--- src/rtl/resp_tree_pkg.sv ---
// Shared helpers for the pipelined response fan-in tree: depth, latency and per-node register placement.
// Used by the tree RTL, the request-side tree and the bench so latency is defined in one place.
package resp_tree_pkg;

  function automatic int clog2_min1(input int n);
    int r;
    r = 0;
    for (int i = 0; i < 31; i++) begin
      if ((1 << i) < n) r = i + 1;
    end
    return (r < 1) ? 1 : r;
  endfunction

  function automatic int resp_tree_lat(input int n_slave, input int pipe_every, input int reg_out);
    int l;
    l = clog2_min1(n_slave);
    return ((pipe_every > 0) ? (l - 1) / pipe_every : 0) + reg_out;
  endfunction

  // Heap-numbered node k (root = 1) sits floor(log2 k) levels below the root.
  function automatic int node_level(input int k, input int depth);
    int d;
    d = 0;
    for (int i = 0; i < 31; i++) begin
      if ((1 << i) <= k) d = i;
    end
    return depth - d;
  endfunction

  function automatic bit node_reg(input int level, input int depth, input int pipe_every,
                                  input int reg_out);
    if (level == depth) return reg_out != 0;
    if (pipe_every <= 0) return 1'b0;
    return (level % pipe_every) == 0;
  endfunction

endpackage

--- src/rtl/resp_tree_node.sv ---
// Two-input response fan-in node, lower input wins; optional output register (REG=1 adds 1 cycle).
// No backpressure: the register loads every cycle, data/src only while valid.
module resp_tree_node
  import resp_tree_pkg::*;
#(
  parameter int DATA_WIDTH = 32,
  parameter int SRC_W      = 4,
  parameter int LVL        = 1,
  parameter bit REG        = 1'b0
) (
  input  logic                  clk,
  input  logic                  rst,
  input  logic                  v0_i,
  input  logic                  c0_i,
  input  logic [SRC_W-1:0]      src0_i,
  input  logic [DATA_WIDTH-1:0] data0_i,
  input  logic                  v1_i,
  input  logic                  c1_i,
  input  logic [SRC_W-1:0]      src1_i,
  input  logic [DATA_WIDTH-1:0] data1_i,
  output logic                  v_o,
  output logic                  c_o,
  output logic [SRC_W-1:0]      src_o,
  output logic [DATA_WIDTH-1:0] data_o
);

  typedef struct packed {
    logic                  valid;
    logic                  coll;
    logic [SRC_W-1:0]      src;
    logic [DATA_WIDTH-1:0] data;
  } resp_node_t;

  resp_node_t node_d;

  // Idle nodes drive zeros so an unregistered root reads all-zero when nothing is valid.
  always_comb begin
    node_d             = '0;
    node_d.valid       = v0_i | v1_i;
    node_d.coll        = c0_i | c1_i | (v0_i & v1_i);
    if (v0_i) begin
      node_d.src  = src0_i;
      node_d.data = data0_i;
    end else if (v1_i) begin
      node_d.src  = src1_i;
      node_d.data = data1_i;
    end
    node_d.src[LVL-1]  = v1_i & ~v0_i;
  end

  if (REG) begin : g_reg
    resp_node_t node_q;

    always_ff @(posedge clk) begin
      if (rst) begin
        node_q <= '0;
      end else begin
        node_q.valid <= node_d.valid;
        node_q.coll  <= node_d.coll;
        if (node_d.valid) begin
          node_q.src  <= node_d.src;
          node_q.data <= node_d.data;
        end
      end
    end

    assign {v_o, c_o, src_o, data_o} = node_q;
  end else begin : g_comb
    logic unused_clk_rst;
    assign unused_clk_rst = &{1'b0, clk, rst};
    assign {v_o, c_o, src_o, data_o} = node_d;
  end

endmodule

--- src/rtl/resp_tree_pipe.sv ---
// Pipelined N_SLAVE->1 response tree with source index, collision flag and saturating error counter.
// Latency resp_tree_lat(N_SLAVE, PIPE_EVERY, REG_OUT); no backpressure, one output per accepted input.
module resp_tree_pipe
  import resp_tree_pkg::*;
#(
  parameter int N_SLAVE    = 16,
  parameter int DATA_WIDTH = 32,
  parameter int PIPE_EVERY = 2,
  parameter int REG_OUT    = 1,
  parameter int CNT_W      = 8
) (
  input  logic                                 clk,
  input  logic                                 rst,
  input  logic [N_SLAVE-1:0]                   data_r_valid_i,
  input  logic [N_SLAVE-1:0][DATA_WIDTH-1:0]   data_r_rdata_i,
  input  logic                                 clr_err_i,
  output logic                                 data_r_valid_o,
  output logic [DATA_WIDTH-1:0]                data_r_rdata_o,
  output logic [clog2_min1(N_SLAVE)-1:0]       data_r_src_o,
  output logic                                 collision_o,
  output logic                                 err_sticky_o,
  output logic [CNT_W-1:0]                     err_cnt_o
);

  localparam int SRC_W = clog2_min1(N_SLAVE);
  localparam int L     = SRC_W;
  localparam int NP    = 1 << L;
  localparam logic [CNT_W-1:0] CNT_MAX = '1;

  // Heap layout: node k has children 2k and 2k+1; leaves are NP..2NP-1, root is 1.
  logic [2*NP-1:1]                 t_v;
  logic [2*NP-1:1]                 t_c;
  logic [2*NP-1:1][SRC_W-1:0]      t_src;
  logic [2*NP-1:1][DATA_WIDTH-1:0] t_data;

  for (genvar i = 0; i < NP; i++) begin : g_leaf
    if (i < N_SLAVE) begin : g_real
      // Gating with rst keeps inputs sampled during reset out of the tree, also when LAT = 0.
      assign t_v[NP+i]    = data_r_valid_i[i] & ~rst;
      assign t_data[NP+i] = data_r_rdata_i[i];
    end else begin : g_pad
      assign t_v[NP+i]    = 1'b0;
      assign t_data[NP+i] = '0;
    end
    assign t_c[NP+i]   = 1'b0;
    assign t_src[NP+i] = '0;
  end

  for (genvar k = 1; k < NP; k++) begin : g_node
    localparam int LV = node_level(k, L);
    localparam bit RG = node_reg(LV, L, PIPE_EVERY, REG_OUT);

    resp_tree_node #(
      .DATA_WIDTH (DATA_WIDTH),
      .SRC_W      (SRC_W),
      .LVL        (LV),
      .REG        (RG)
    ) u_node (
      .clk     (clk),
      .rst     (rst),
      .v0_i    (t_v[2*k]),
      .c0_i    (t_c[2*k]),
      .src0_i  (t_src[2*k]),
      .data0_i (t_data[2*k]),
      .v1_i    (t_v[2*k+1]),
      .c1_i    (t_c[2*k+1]),
      .src1_i  (t_src[2*k+1]),
      .data1_i (t_data[2*k+1]),
      .v_o     (t_v[k]),
      .c_o     (t_c[k]),
      .src_o   (t_src[k]),
      .data_o  (t_data[k])
    );
  end

  assign data_r_valid_o = t_v[1];
  assign data_r_rdata_o = t_data[1];
  assign data_r_src_o   = t_src[1];
  assign collision_o    = t_c[1];

  logic             err_sticky_d, err_sticky_q;
  logic [CNT_W-1:0] err_cnt_d, err_cnt_q;

  // A clear in the same cycle as a collision wins and that collision is not counted.
  always_comb begin
    err_sticky_d = err_sticky_q;
    err_cnt_d    = err_cnt_q;
    if (clr_err_i) begin
      err_sticky_d = 1'b0;
      err_cnt_d    = '0;
    end else if (collision_o) begin
      err_sticky_d = 1'b1;
      if (err_cnt_q != CNT_MAX) err_cnt_d = err_cnt_q + 1'b1;
    end
  end

  always_ff @(posedge clk) begin
    if (rst) begin
      err_sticky_q <= 1'b0;
      err_cnt_q    <= '0;
    end else begin
      err_sticky_q <= err_sticky_d;
      err_cnt_q    <= err_cnt_d;
    end
  end

  assign err_sticky_o = err_sticky_q;
  assign err_cnt_o    = err_cnt_q;

endmodule

--- config.mk ---
export PLATFORM = sky130hd
export DESIGN_NAME = resp_tree_pipe
export DESIGN_NICKNAME = d
export VERILOG_FILES = /design/src/rtl/resp_tree_pkg.sv /design/src/rtl/resp_tree_node.sv /design/src/rtl/resp_tree_pipe.sv
export SDC_FILE = /design/constraint.sdc
export NUM_CORES = 1
export LEC_CHECK = 0
export ABC_AREA = 1
export ABC_CLOCK_PERIOD_IN_PS = 2000
export CORE_AREA = 2 2 225 227
export CTS_BUF_LIST = sky130_fd_sc_hd__clkbuf_4 sky130_fd_sc_hd__clkbuf_8
export CTS_CLUSTER_DIAMETER = 50
export DETAILED_ROUTE_END_ITERATION = 10
export DIE_AREA = 0 0 227 229
export HOLD_SLACK_MARGIN = 0.15
export PLACE_DENSITY = 0.58
export SYNTH_ARGS = -nofsm -noshare
export SYNTH_HDL_FRONTEND = slang
export SYNTH_HIERARCHICAL = 1
export SYNTH_SLANG_ARGS = --single-unit
--- constraint.sdc ---
create_clock -name clk -period 2 [get_ports clk]
set_input_delay 0.2 -clock clk [delete_from_list [all_inputs] [get_ports clk]]
set_output_delay 0.2 -clock clk [all_outputs]
set_load 0.1 [all_outputs]
======== Word level (Yosys, flattened, before mapping) ========
Cells that the tools add are included.
word-level totals
  flip-flop bits (word level) ............. 191
  latch bits .............................. 0
  RAM bits ................................ 0
  memory bits (read-only) ................. 0
  output and inout port bits .............. 47
  memories ................................ 0
operators by class
  $add $sub $neg .......................... 1
  $mul .................................... 0
  div/mod/pow operators ................... 0
  order comparisons ....................... 0
  eq/ne operators ......................... 1
  shift-type cells ........................ 0
  multiplexer cells ....................... 30
  bitwise operators ....................... 91
  reduce and logical (&&, ||, !) cells .... 2
operator list
  cell                                          number
  2-to-1 mux 32 bit                             16
  2-to-1 mux 33 bit                             8
  2-to-1 mux 34 bit                             4
  2-to-1 mux 35 bit                             2
  AND 1 bit                                     46
  bitwise OR 1 bit                              29
  NOT 1 bit                                     16
  adder 8 x 1 -> 8 bit (second input constant)  1
  != test 8 bit (second input constant)         1
  AND reduction 2 bit                           1
  OR reduction 2 bit                            1

======== Depth between registers and ports, before layout ========
  word-level depth ........................ 6
  gate-level depth with buffers ........... 13
  depth with buffers taken out ............ 9

======== By module ========
The synthesis kept the hierarchy.
by module, submodules not included
  module                                  instances  cells an instance  area each (um2)
  resp_tree_node (g_node[4].u_node ...)   4          274                1915.6
  resp_tree_node (g_node[10].u_node ...)  10         123                584.3
  resp_tree_node (g_node[1].u_node)       1          274                2054.5
  resp_tree_pipe                          1          111                629.4

======== Worst setup path after synthesis ========
Ideal clock, no wire load.
  kind .................................... register to register
  start ................................... register err_cnt_q[0], in the netlist err_cnt_o[0]
  end ..................................... register err_cnt_q[5], in the netlist err_cnt_o[5]
  arrival ................................. 1.886 ns
  path slack .............................. -0.005 ns
  stages on the path, launching flop included .. 8
  path buffers ............................ 1
  period minus slack after synthesis ...... 2.005 ns
  path through ............................ dfxtp_1 ha_1 nand3_1 inv_1 nand2_2 buf_6 a21oi_1 nor2_1
on the way
  word-level cells in the longest chain between the ends .. 2
RTL lines
  element                                                       line                   text
  start: declaration                                            resp_tree_pipe.sv:82   logic [CNT_W-1:0] err_cnt_d, err_cnt_q;
  start signal: assignment                                      resp_tree_pipe.sv:103  err_cnt_q <= err_cnt_d;
  branches (longest 2 deep; another with adder 8 x 1 -> 8 bit)  -
Several ways; the timed one is not identified.
A chain may end at the register's enable or synchronous reset.

==> flow_summary_export.csv <==
group,metric,value,unit
outcome,status,"complete, no violations",
setup_path,end_kind,"flip-flop",
drt,wl_per_cell,17.64,um
drt,detail-route-antenna-nets,0,
sta,worst_pin_slew,0.6140,ns
drt,top_layer,"met5",
sta,hold_viol,0,
sta,final_max_slew_viol_count,0,
place,place_hpwl,52520,um
synthesis,avgSynthCellArea,6.016,sq um
cells_and_area,ff_latch_area,3825,sq um
sta,fin_crit,1.925,ns
grt,grt_first_pass_wirelength,98440,um
cts,clock_path_buffers,2,
cts,htree_levels,4,
die,initial_utilization,31.22,%
die,ios,578,
cells_and_area,final_cells,3746,
cells_and_area,syn_to_final_growth,36.08,%
power_and_ir_drop,powerDensity,477.1,nW/um^2
drt,wirelength,66070,um
die,die_w,227,um
grt,grt_pass1_vias,17260,
grt,grtUsageTotal,24.55,%
cts,clk_pin_slew,0.09,ns
drt,wl_met1,28160,um
sta,finalSetupTns,0,ns
drt,vias,17870,
sta,setup_viol_count_final,0,
drt,wl_met2,32110,um
sta,max_slew_margin,59.00,%
die,coreArea,49660,sq um
synthesis,synth_cells,2577,
cts,cts_buffers,17,
drt,drc_errors,0,
setup_path,path_class,"input pin to flip-flop",
die,fp.dieArea,51980,sq um
sta,whs,0.4115,ns
cells_and_area,nFillCells,5444,
sta,period_share,96.24,%
sta,fmax,519.6,MHz
setup_path,required,2.44,ns
sta,rsz0062_at_grt,"false",
place,port_buffers,577,
synthesis,ys.warnings.count,6,
grt,antenna_found_initial,3,
drt,firstDrtPassIters,5,
cts,cts_tree,"yes",
setup_path,crit_arrival,2.37,ns
place,gp_congestion,0.8971,
die,num_rows,82,
drt,met3_wirelength,4348,um
cts,clock_sinks,191,
setup_path,cp-start-kind,"input pin",
cells_and_area,multiInputGateArea,8800,sq um
grt,overflow,0,
die,dieHeight,229,um
drt,drt_iter0_markers,1085,
cells_and_area,drive_gt1_share,9.212,%
grt,grt_start_max_net_pins,37,
power_and_ir_drop,peakVddDrop,328.2,uV
drt,viasPerCell,4.770,
flow_run,maxCapViolations,0,
cells_and_area,nets,3593,
cts,ctsRootBufferMaster,"clkbuf_8",
cts,postCtsSetupRepairBufs,0,
sta,fin_skew,0.01564,ns
setup_path,critical_path.max_fanout,32,
synthesis,syn_area,15500,sq um
power_and_ir_drop,p_leak,0.01086,uW
place,dp_cells,3712,
hold_path,hold_path_class,"input pin to flip-flop",
cts,clock_latency,0.50,ns
[critical path, cell delays in order]
cell and delay (ns):
dlygate4sd3_1 0.52, buf_2 0.17, buf_12 0.25, nor2_2 0.11
inv_2 0.07, buf_4 0.32, nand3_1 0.25, nand2_1 0.16
nand3_2 0.07, nand3_1 0.10, nand2_1 0.05, inv_1 0.05
[path summary, 6_finish.rpt]
kind / slack [ns] / cells past startpoint / end / startpoint
worst max-delay path: 0.08 / 12 / g_node[5].u_node/data_o[9] / rst
worst min-delay path: 0.41 / 4 / err_cnt_o[5] / clr_err_i
worst max register to register: 0.47 / 7 / g_node[1].u_node/src_o[0] / g_node[7].u_node/v_o
worst min register to register: 0.51 / 2 / g_node[5].u_node/src_o[1] / g_node[5].u_node/src_o[1]
[power breakdown]
part / leakage [uW] / internal, uW / switching, uW
Sequential: 0.00156 / 4000 / 147
Combinational: 0.00912 / 1600 / 1920
Clock: 0.000187 / 978 / 1430
[routing by layer]
layer | vias up | track usage, %
li1 | 9001 | -
met1 | 8160 | 30.09
met2 | 640 | 43.96
met3 | 65 | 4.015
met4 | 2 | 6.679
met5 | - | 0
[cell usage in the layout (no fill, tap or decap), drive strengths merged]
cell           instances
inv                  222
o21a                   1
clkbuf                21
nor3                   5
dfxtp                191
a21oi                 11
ha                     1
o21ai                  1
dlygate4sd3            1
clkinv                12
buf                  118
nand4                  1
nand3b                 1
nand3                666
diode                  2
nor2                  72
nand2               1203
clkdlybuf4s50        529
conb                  16
[final cells by class]
type                       instances  share of cell area, %
multi-input combinational       1978                  41.71
timing repair buffer             648                  30.46
sequential                       191                  18.13
inverter                         225                  4.039
tap                              672                  3.985
clock buffer                      21                  1.370
clock inverter                     9                 0.2847
antenna                            2                0.02372
[flip-flops by register name, summed over array words and instances, names as in the netlist]
signal and cells:
err_sticky_o 1, g_node.u_node/data_o 160, g_node.u_node/v_o 5, err_cnt_o 8, g_node.u_node/src_o 12, g_node.u_node/c_o 5
[what timing repair did]
item | 4_1_cts | 5_1_grt
setup endpoints to repair | 0 | 69
resized for setup | 0 | 7
hold buffers | 1 | 0
endpoints found under the hold margin | 9 | 0
[through the flow]
step / worst slack, ns / instance area [sq um] / power, uW / utilization (%)
2_1_floorplan: 0.003217 / 15560 / 6324 / -
3_3_place_gp: 0.01836 / 20710 / 7709 / 41.72
3_5_place_dp: 0.01243 / 20710 / 7724 / 41.72
4_1_cts: 0.08432 / 21070 / 10170 / 42.44
5_1_grt: 0.01703 / 21100 / 10640 / 42.48
6_report: 0.07529 / 21100 / 10070 / 42.49
Note: power is estimated with default switching activity, not from simulation.
